## src/rtl/alarm_if.sv

```systemverilog
// Signal bundle between the time/keypad side and the alarm unit.
// The master drives time digits, alarm programming and user buttons; the slave returns alarm state.
interface alarm_if;
  logic [3:0] sec_o, sec_t, min_o, min_t, hr_o, hr_t;
  logic [3:0] al_in_m_o, al_in_m_t, al_in_h_o, al_in_h_t;
  logic       alarm_set;
  logic       alarm_en;
  logic       stop;
  logic       snooze;
  logic [3:0] al_m_o, al_m_t, al_h_o, al_h_t;
  logic       alarm_ring;
  logic       snooze_active;
  logic [2:0] snoozes_left;
  logic       set_err;

  modport master (
    output sec_o, sec_t, min_o, min_t, hr_o, hr_t,
    output al_in_m_o, al_in_m_t, al_in_h_o, al_in_h_t,
    output alarm_set, alarm_en, stop, snooze,
    input  al_m_o, al_m_t, al_h_o, al_h_t,
    input  alarm_ring, snooze_active, snoozes_left, set_err
  );

  modport slave (
    input  sec_o, sec_t, min_o, min_t, hr_o, hr_t,
    input  al_in_m_o, al_in_m_t, al_in_h_o, al_in_h_t,
    input  alarm_set, alarm_en, stop, snooze,
    output al_m_o, al_m_t, al_h_o, al_h_t,
    output alarm_ring, snooze_active, snoozes_left, set_err
  );
endinterface

```

## src/rtl/alarm_unit.sv

```systemverilog
// Alarm clock controller: stores an HH:MM alarm, rings on match with bounded duration,
// and supports a limited number of fixed-length snoozes. One clock cycle is one second.
module alarm_unit #(
  parameter int RING_SECS   = 60,
  parameter int SNOOZE_MIN  = 5,
  parameter int MAX_SNOOZES = 3
) (
  input logic    clk_1hz,
  input logic    rst,
  alarm_if.slave bus
);

  localparam int SNZ_CYC = SNOOZE_MIN * 60;
  localparam int RC_W    = $clog2(RING_SECS);
  localparam int SZ_W    = $clog2(SNZ_CYC);

  typedef enum logic [1:0] {IDLE, RINGING, SNOOZE} state_t;

  state_t            r_state, w_state_nxt;
  logic [RC_W-1:0]   r_ring_cnt, w_ring_cnt_nxt;
  logic [SZ_W-1:0]   r_snz_cnt, w_snz_cnt_nxt;
  logic [2:0]        r_left, w_left_nxt;
  logic [15:0]       r_al, w_al_nxt;
  logic              r_err, w_err_nxt;
  logic              w_set_ok;
  logic              w_match;

  assign w_set_ok = (bus.al_in_h_t <= 4'd2) &&
                    ((bus.al_in_h_t == 4'd2) ? (bus.al_in_h_o <= 4'd3) : (bus.al_in_h_o <= 4'd9)) &&
                    (bus.al_in_m_t <= 4'd5) && (bus.al_in_m_o <= 4'd9);

  // r_al packs the stored alarm as {h_t, h_o, m_t, m_o}
  assign w_match = ({bus.hr_t, bus.hr_o, bus.min_t, bus.min_o} == r_al) &&
                   (bus.sec_t == 4'd0) && (bus.sec_o == 4'd0);

  always_ff @(posedge clk_1hz) begin
    if (rst) begin
      r_state    <= IDLE;
      r_ring_cnt <= '0;
      r_snz_cnt  <= '0;
      r_left     <= 3'(MAX_SNOOZES);
      r_al       <= '0;
      r_err      <= 1'b0;
    end else begin
      r_state    <= w_state_nxt;
      r_ring_cnt <= w_ring_cnt_nxt;
      r_snz_cnt  <= w_snz_cnt_nxt;
      r_left     <= w_left_nxt;
      r_al       <= w_al_nxt;
      r_err      <= w_err_nxt;
    end
  end

  always_comb begin
    w_state_nxt    = r_state;
    w_ring_cnt_nxt = r_ring_cnt;
    w_snz_cnt_nxt  = r_snz_cnt;
    w_left_nxt     = r_left;
    w_al_nxt       = r_al;
    w_err_nxt      = 1'b0;
    if (bus.alarm_set) begin
      // A rejected set leaves the whole machine frozen for this edge
      if (w_set_ok) begin
        w_al_nxt    = {bus.al_in_h_t, bus.al_in_h_o, bus.al_in_m_t, bus.al_in_m_o};
        w_state_nxt = IDLE;
        w_left_nxt  = 3'(MAX_SNOOZES);
      end else begin
        w_err_nxt = 1'b1;
      end
    end else if (!bus.alarm_en) begin
      w_state_nxt = IDLE;
      w_left_nxt  = 3'(MAX_SNOOZES);
    end else begin
      case (r_state)
        IDLE: begin
          if (w_match) begin
            w_state_nxt    = RINGING;
            w_ring_cnt_nxt = '0;
          end
        end
        RINGING: begin
          w_ring_cnt_nxt = r_ring_cnt + 1'b1;
          if (bus.stop) begin
            w_state_nxt = IDLE;
            w_left_nxt  = 3'(MAX_SNOOZES);
          end else if (bus.snooze && (r_left != 3'd0)) begin
            w_state_nxt   = SNOOZE;
            w_snz_cnt_nxt = SZ_W'(SNZ_CYC - 1);
            w_left_nxt    = r_left - 3'd1;
          end else if (r_ring_cnt == RC_W'(RING_SECS - 1)) begin
            w_state_nxt = IDLE;
            w_left_nxt  = 3'(MAX_SNOOZES);
          end
        end
        SNOOZE: begin
          w_snz_cnt_nxt = r_snz_cnt - 1'b1;
          if (bus.stop) begin
            w_state_nxt = IDLE;
            w_left_nxt  = 3'(MAX_SNOOZES);
          end else if (r_snz_cnt == '0) begin
            w_state_nxt    = RINGING;
            w_ring_cnt_nxt = '0;
          end
        end
        default: w_state_nxt = IDLE;
      endcase
    end
  end

  assign bus.al_h_t        = r_al[15:12];
  assign bus.al_h_o        = r_al[11:8];
  assign bus.al_m_t        = r_al[7:4];
  assign bus.al_m_o        = r_al[3:0];
  assign bus.alarm_ring    = (r_state == RINGING);
  assign bus.snooze_active = (r_state == SNOOZE);
  assign bus.snoozes_left  = r_left;
  assign bus.set_err       = r_err;

endmodule

```

## src/flat_wrapper.sv

```systemverilog
// flat-port wrapper written by rule: the top's interface ports become plain ports
module alarm_unit_flat 
#(
  parameter int RING_SECS   = 60,
  parameter int SNOOZE_MIN  = 5,
  parameter int MAX_SNOOZES = 3
)
  (clk_1hz, rst, bus_sec_o, bus_sec_t, bus_min_o, bus_min_t, bus_hr_o, bus_hr_t, bus_al_in_m_o, bus_al_in_m_t, bus_al_in_h_o, bus_al_in_h_t, bus_alarm_set, bus_alarm_en, bus_stop, bus_snooze, bus_al_m_o, bus_al_m_t, bus_al_h_o, bus_al_h_t, bus_alarm_ring, bus_snooze_active, bus_snoozes_left, bus_set_err);
  alarm_if bus_i ();
  input logic clk_1hz;
  input logic rst;
  input wire logic [$bits(bus_i.sec_o)-1:0] bus_sec_o;
  input wire logic [$bits(bus_i.sec_t)-1:0] bus_sec_t;
  input wire logic [$bits(bus_i.min_o)-1:0] bus_min_o;
  input wire logic [$bits(bus_i.min_t)-1:0] bus_min_t;
  input wire logic [$bits(bus_i.hr_o)-1:0] bus_hr_o;
  input wire logic [$bits(bus_i.hr_t)-1:0] bus_hr_t;
  input wire logic [$bits(bus_i.al_in_m_o)-1:0] bus_al_in_m_o;
  input wire logic [$bits(bus_i.al_in_m_t)-1:0] bus_al_in_m_t;
  input wire logic [$bits(bus_i.al_in_h_o)-1:0] bus_al_in_h_o;
  input wire logic [$bits(bus_i.al_in_h_t)-1:0] bus_al_in_h_t;
  input wire logic [$bits(bus_i.alarm_set)-1:0] bus_alarm_set;
  input wire logic [$bits(bus_i.alarm_en)-1:0] bus_alarm_en;
  input wire logic [$bits(bus_i.stop)-1:0] bus_stop;
  input wire logic [$bits(bus_i.snooze)-1:0] bus_snooze;
  output wire logic [$bits(bus_i.al_m_o)-1:0] bus_al_m_o;
  output wire logic [$bits(bus_i.al_m_t)-1:0] bus_al_m_t;
  output wire logic [$bits(bus_i.al_h_o)-1:0] bus_al_h_o;
  output wire logic [$bits(bus_i.al_h_t)-1:0] bus_al_h_t;
  output wire logic [$bits(bus_i.alarm_ring)-1:0] bus_alarm_ring;
  output wire logic [$bits(bus_i.snooze_active)-1:0] bus_snooze_active;
  output wire logic [$bits(bus_i.snoozes_left)-1:0] bus_snoozes_left;
  output wire logic [$bits(bus_i.set_err)-1:0] bus_set_err;
  assign bus_i.sec_o = bus_sec_o;
  assign bus_i.sec_t = bus_sec_t;
  assign bus_i.min_o = bus_min_o;
  assign bus_i.min_t = bus_min_t;
  assign bus_i.hr_o = bus_hr_o;
  assign bus_i.hr_t = bus_hr_t;
  assign bus_i.al_in_m_o = bus_al_in_m_o;
  assign bus_i.al_in_m_t = bus_al_in_m_t;
  assign bus_i.al_in_h_o = bus_al_in_h_o;
  assign bus_i.al_in_h_t = bus_al_in_h_t;
  assign bus_i.alarm_set = bus_alarm_set;
  assign bus_i.alarm_en = bus_alarm_en;
  assign bus_i.stop = bus_stop;
  assign bus_i.snooze = bus_snooze;
  assign bus_al_m_o = bus_i.al_m_o;
  assign bus_al_m_t = bus_i.al_m_t;
  assign bus_al_h_o = bus_i.al_h_o;
  assign bus_al_h_t = bus_i.al_h_t;
  assign bus_alarm_ring = bus_i.alarm_ring;
  assign bus_snooze_active = bus_i.snooze_active;
  assign bus_snoozes_left = bus_i.snoozes_left;
  assign bus_set_err = bus_i.set_err;
  alarm_unit #(.RING_SECS(RING_SECS), .SNOOZE_MIN(SNOOZE_MIN), .MAX_SNOOZES(MAX_SNOOZES)) u_core (.clk_1hz(clk_1hz), .rst(rst), .bus(bus_i));
endmodule
```

## config.mk

```make
export PLATFORM = sky130hd
export DESIGN_NAME = alarm_unit_flat
export DESIGN_NICKNAME = d
export VERILOG_FILES = /design/src/rtl/alarm_if.sv /design/src/rtl/alarm_unit.sv /design/src/flat_wrapper.sv
export SDC_FILE = /design/constraint.sdc
export NUM_CORES = 1
export LEC_CHECK = 0
export ABC_AREA = 1
export BUFFER_PORTS_ARGS = -buffer_cell sky130_fd_sc_hd__buf_2
export CORE_MARGIN = 4
export CORE_UTILIZATION = 37
export CTS_CLUSTER_SIZE = 40
export DETAILED_ROUTE_END_ITERATION = 10
export GPL_TIMING_DRIVEN = 0
export PLACE_DENSITY_LB_ADDON = 0.15
export SYNTH_ARGS = -nofsm -noshare
export SYNTH_HDL_FRONTEND = slang
export SYNTH_SLANG_ARGS = --single-unit
```

## constraint.sdc

```tcl
create_clock -name clk_1hz -period 1.7 [get_ports clk_1hz]
set_input_delay 0.255 -clock clk_1hz [delete_from_list [all_inputs] [get_ports clk_1hz]]
set_output_delay 0.255 -clock clk_1hz [all_outputs]
set_load 0.02 [all_outputs]
```

---- Word level (Yosys, flattened, before mapping) ----
Cells that the tools add are included.
cells by class
  $add $sub $neg .......................... 3
  magnitude comparators ................... 5
  eq/ne operators ......................... 16
  multiplexer cells ....................... 27
  bitwise gates (word level) .............. 1
  reductions and logical operators ........ 19
operator list
  operator                                                                           number
  3-bit two-way mux                                                                  7
  2-bit two-way mux                                                                  9
  6-bit two-way mux                                                                  3
  9-bit two-way mux                                                                  2
  6-bit one-hot mux with 3 select lines                                              1
  9-bit one-hot mux with 2 select lines                                              1
  16-bit equality test                                                               1
  9-bit zero test                                                                    1
  9-bit by 1-bit subtractor with 9-bit output (second input constant)                1
  4-bit by 2-bit less-or-equal comparator with 1-bit output (second input constant)  2
  4-bit less-or-equal comparator (second input constant)                             2
  4-bit zero test                                                                    2
  2-bit by 1-bit inequality test with 1-bit output (second input constant)           4
  4-bit AND reduction                                                                2
  6-bit by 1-bit adder with 6-bit output (second input constant)                     1
  6-bit equality test (second input constant)                                        1
  1-bit logical AND                                                                  6
  6-bit by 4-bit inequality test with 1-bit output (second input constant)           1
  2-bit one-hot mux with 3 select lines                                              1
  3-bit one-hot mux with 2 select lines                                              1
  6-bit AND reduction                                                                1
  3-bit nonzero test                                                                 2
  5-bit by 4-bit inequality test with 1-bit output (second input constant)           1
  5-bit AND reduction                                                                1
  other kinds (15)                                                                   17
word-level totals
  register bits ........................... 37
  input port bits ......................... 46
  output and inout bits ................... 22
  word-level logic and storage cells ...... 77

---- Longest topological paths before layout ----
  depth in word-level cells ............... 7
  mapped depth ............................ 12
  mapped depth without buffers ............ 12

---- Worst setup path before layout ----
OpenSTA, ideal clock, no wires.
  kind .................................... register to register
  from .................................... reg u_core.r_left[0], in the netlist u_core.bus.snoozes_left[0]
  to ...................................... reg u_core.r_snz_cnt[7]
  library setup time ...................... 67 ps
  arrival ................................. 1652 ps
  data required time ...................... 1633 ps
  setup slack ............................. -19 ps
  stages on the path, launching flop included .. 12
  path buffers ............................ 1
  clock period less this slack ............ 1719 ps
  cells stage by stage .................... dfxtp_1 inv_1 ha_1 ha_1 inv_1 nand2_1 nor3_4 o21ai_2 inv_2 buf_6 nand3_1 a21oi_2
between the ends
  cells in the longest elaborated chain, start to end .. 4
RTL lines
  element                                                            line              source
  start: declaration                                                 alarm_unit.sv:22  logic [2:0] r_left, w_left_nxt;
  start signal: assignment                                           alarm_unit.sv:41  r_left <= 3'(MAX_SNOOZES);
  start signal: assignment                                           alarm_unit.sv:48  r_left <= w_left_nxt;
  3-bit nonzero test                                                 alarm_unit.sv:86  end else if (bus.snooze && (r_left != 3'd0)) begin
  1-bit logical AND                                                  alarm_unit.sv:86
  2-bit by 1-bit inequality test with 1-bit output (no source line)  -
  5-bit AND reduction (no source line)                               -
  end signal: assignment                                             alarm_unit.sv:47  r_snz_cnt <= w_snz_cnt_nxt;
  end: declaration                                                   alarm_unit.sv:21  logic [SZ_W-1:0] r_snz_cnt, w_snz_cnt_nxt;
No other way between the ends.
A chain may end at the register's enable or synchronous reset.

---- Final worst setup path ----
  from .................................... reg u_core.r_left[1], in the netlist u_core.bus.snoozes_left[1]
  to ...................................... reg u_core.r_snz_cnt[2]
The elaborated chain is that of the path after synthesis.

==> flow_results.org <==
** Run status
- The run finished with clean final reports.

** Critical path
- Data on the critical path arrives at its endpoint at 1.78 ns.
- Crit path max fanout :: 5
- STA puts the critical path data required time at 1.88 ns.
- Length in cells of the worst reg-to-reg path :: 12
- For this run, the slowest stage of the critical path takes 0.32 ns.
- The worst setup path is launched from a flop.
- Setup crit end kind :: flop
- The cell that appears most often on the critical path is sky130_fd_sc_hd__ha_2.
- The slowest stage of the critical path belongs to the cell sky130_fd_sc_hd__dfxtp_2.
- Traced cell by cell, the critical path runs through inv_1 > ha_2 > ha_2 > inv_2 > nand2_4 > nor3_4 > o21ai_4 > inv_4 > buf_4 > a21o_1 > nand2_1 > nor2_1.
- Critical path class :: flop to flop

** Global routing
- After global routing the overflow that remains totals 0.
- The number of global-route vias before repair came to 2126.
- Entering global routing, the biggest net connects 12 pins.
- Initial antenna violation count :: 0
- All-layer global routing usage :: 15.9%
- The first global-routing pass estimated 9440 µm of wire.

** Synth
- Arithmetic-cell share of the synthesized area counting full adders, half adders and majority gates :: 4.62%
- Share of synthesized area spent on multiplexers :: 0%
- Syn_area_per_cell :: 6.63 µm²
- Summing the areas of all and, or, nand and nor instances in the mapped netlist gives 33.0% of the synthesized area.
- During synthesis, Yosys emitted a total of 0 warnings.
- Number of library cell types mapped by synthesis :: 32
- XOR/XNOR share of the synthesized area :: 4.04%
- The mapped netlist covers 0.00217 mm².
- Dominant combinational cell family by area after synthesis :: simple AND/OR/NAND/NOR gates
- The number of nets handed over by synthesis was 381.
- Summing the areas of all compound-gate instances in the mapped netlist gives 14.3% of the synthesized area.
- The synthesized design contains 37 register bits.
- In the synthesized netlist, the number of instances is 327.
- Summing the sequential cell areas from Yosys gives 34.2% of the chip area.

** Worst hold path
- Worst Hold Path Cells :: 3
- Worst hold path type :: input port to flop

** Timing
- Actual transition at the worst max-transition pin :: 0.525 ns
- Fmax :: 0.625 GHz
- The number of endpoints with negative hold slack in the final report is 0.
- Tightest hold margin :: 0.209 ns
- Share of the clock period used by the worst path :: 94.1%
- For the final database, setup skew stands at 0.00437 ns.
- Counting I/O delays and the setup requirement, the final critical path takes 1.60 ns.
- Setup violations remaining at the end of the flow were counted as 0.
- Final count of pins violating max slew :: 0
- Relative slew slack :: 65.0%

** CTS
- Clk sinks :: 37
- Clock-pin slew was measured on the worst setup and hold paths at 0.07 ns.
- TritonCTS created 5 clock buffers.
- Insertion delay of the later-clocked pin in the worst-skew pair :: 0.29 ns
- Number of buffers added to fix hold violations after cts :: 0
- TritonCTS built the clock tree.
- CTS built an H-tree with a depth of 2.
- Clock root buffer :: sky130_fd_sc_hd__clkbuf_8
- No sink is reached through more buffers than the 2 on the longest clock path.

** Place
- At the end of routability-driven placement, the weighted congestion stood at 0.917.
- After legalization and detailed placement, the total HPWL measured 4130 µm.
- I/O Buffers :: 66

** Layout
- Relative area change from synthesis to final layout :: 30.8%
- Fill cells in the final layout number 572.
- Ant diodes :: 0
- Layout Nets :: 463
- Once layout is complete, the utilization of the core stands at 50.5%.
- Of the cells placed in the final design, the portion with a size suffix greater than 1 is 30.0%.

** Drt
- 1st-iter DRT viols :: 90
- For this block, the routed nets add up to 5460 µm of wire.
- Detailed-route DRC error count :: 0
- The routed layout has 2294 vias.
- In this run the remaining antenna-violating nets after routing total 0.
- The pre-antenna-repair detailed-routing pass consisted of 4 iterations.
- After detailed routing, the average wire length per cell comes to 11.3 µm.
- Vias per std cell :: 4.76

** Power and ir drop
- In this run switching power makes up 29.7% of total power.
- Net switching power :: 0.566 mW
- Cell internal power was estimated by the tool at 1.34 mW.
- Pwr dens :: 673 mW/mm²
- Sequential Power Share :: 48.0%
- The clock network is responsible for 31.4% of the overall power.
- Maximum VDD drop :: 0.295 mV
- Part of the power in combinational logic :: 20.5%
- In this run the static leakage power is 1.39 nW.

** Die
- Count of pins on the block boundary :: 68
- Core area :: 0.00561 mm²
- The die is 84.5 µm wide.
- DIE AREA :: 0.00715 mm²
- For this configuration, the core starts out at a cell density of 38.6%.
- The floorplan has 27 rows.
- Die Span Y :: 84.5 µm

** Flow run
- Max-cap violations in this run came to 0.
[path summary, 6_finish.rpt]
check | start | to | slack (ns)
worst max-delay path | u_core.bus.snoozes_left[1] | u_core.r_snz_cnt[2] | 0.10
worst min-delay path | bus_al_in_m_t[0] | u_core.r_al[4] | 0.21
worst max register to register | u_core.bus.snoozes_left[1] | u_core.r_snz_cnt[2] | 0.10
worst min register to register | u_core.r_al[15] | u_core.r_al[15] | 0.47
[worst max-delay path, delay by kind of cell, from the launching register on]
kind | cells | cell delay, ns
AOI/OAI and AO/OA | 2 | 0.34
adders and majority gates | 2 | 0.32
and+or+nand+nor | 4 | 0.19
DFF | 1 | 0.32
buffers and inverters | 4 | 0.33
[power by group through the flow]
stage | Sequential (mW) | Combinational (mW) | Clock, mW
floorplan | 0.942 | 0.223 | 0
CTS | 0.914 | 0.366 | 0.633
detailed placement | 0.933 | 0.352 | 0
global route | 0.920 | 0.443 | 0.661
global placement | 0.933 | 0.350 | 0
finish | 0.916 | 0.392 | 0.600
[cell usage in the layout, fill, tap and decap left out, types with 4 or more instances in the layout]
master                      n
sky130_fd_sc_hd__inv_1     37
sky130_fd_sc_hd__inv_2      7
sky130_fd_sc_hd__a21oi_1   25
sky130_fd_sc_hd__nand2_1   83
sky130_fd_sc_hd__dfxtp_1   33
sky130_fd_sc_hd__buf_6      4
sky130_fd_sc_hd__nor3_1     6
sky130_fd_sc_hd__nor2_1    40
sky130_fd_sc_hd__nor2_2     4
sky130_fd_sc_hd__buf_4      7
sky130_fd_sc_hd__o21ai_0   13
sky130_fd_sc_hd__clkbuf_8   5
sky130_fd_sc_hd__xor2_1    10
sky130_fd_sc_hd__o21ai_1    5
sky130_fd_sc_hd__buf_2     68
sky130_fd_sc_hd__nand3_1   16
[flip-flops by register name, indices dropped and copies added (netlist names)]
| name | flops |
|---|---|
| u_core.bus.set_err | 1 |
| u_core.r_snz_cnt | 9 |
| u_core.r_ring_cnt | 6 |
| u_core.r_state | 2 |
| u_core.bus.snoozes_left | 3 |
| u_core.r_al | 16 |
[per-stage QoR]
stage | area [µm²] | std cells | setup WS (ns) | power, mW | TNS, ns
CTS | 2730 | 478 | 0.00328 | 1.91 | 0
floorplan | 2170 | 327 | 0.00231 | 1.17 | 0
finish | 2830 | 482 | 0.101 | 1.91 | 0
detailed placement | 2590 | 465 | -0.122 | 1.28 | -0.935
global route | 2830 | 482 | -0.00577 | 2.02 | -0.00957
global placement | 2590 | 465 | -0.144 | 1.28 | -0.936
[cell usage after synthesis (all sizes together)]
library cell	n	area share (%)
a21o	1	0.35
a21oi	28	7.2
a31oi	3	0.87
buf	4	1.5
clkbuf	2	0.35
clkinv	1	0.17
dfxtp	37	34
ha	8	4.6
inv	45	7.8
nand2	88	16
nand3	18	4.4
nand4	3	0.87
nor2	45	8.4
nor3	10	3.3
o211ai	2	0.69
o21a	2	0.69
o21ai	19	4.6
or2	1	0.29
xor2	10	4.0
[metal layers]
layer  share of wire (%)  global-route usage [%]
met1                  47                    20.6
met2                  44                    25.8
met3                 7.5                    4.02
met4                 1.3                    4.89
met5                   0                       0
[repair_timing]
action	4_1_cts	5_1_grt
buffers inserted	4	4
setup endpoints to repair	14	18
gates resized for setup	11	18
pin swaps	4	5
gates cloned	1	0
[cell type report]
class	count	area (µm²)	area share [%]
Clock inverter	2	10.0	0.353
Clock buffer	6	72.6	2.56
Timing Repair Buffer	75	405	14.3
Buffer	6	40.0	1.41
Multi-Input combinational cell	238	1290	45.6
Sequential cell	37	748	26.4
Tap cell	72	90.1	3.18
Inverter	46	175	6.18
[cell families (layout without fill, tap and decap cells)]
kind of cell | after synthesis | count (layout)
and+or+nand+nor | 165 | 165
AOI/OAI and AO/OA | 55 | 55
buffers and inverters | 52 | 135
DFF | 37 | 37
xor gates and xnor gates | 10 | 10
adders and majority gates | 8 | 8
No activity file was read; power rests on OpenSTA's default activity.
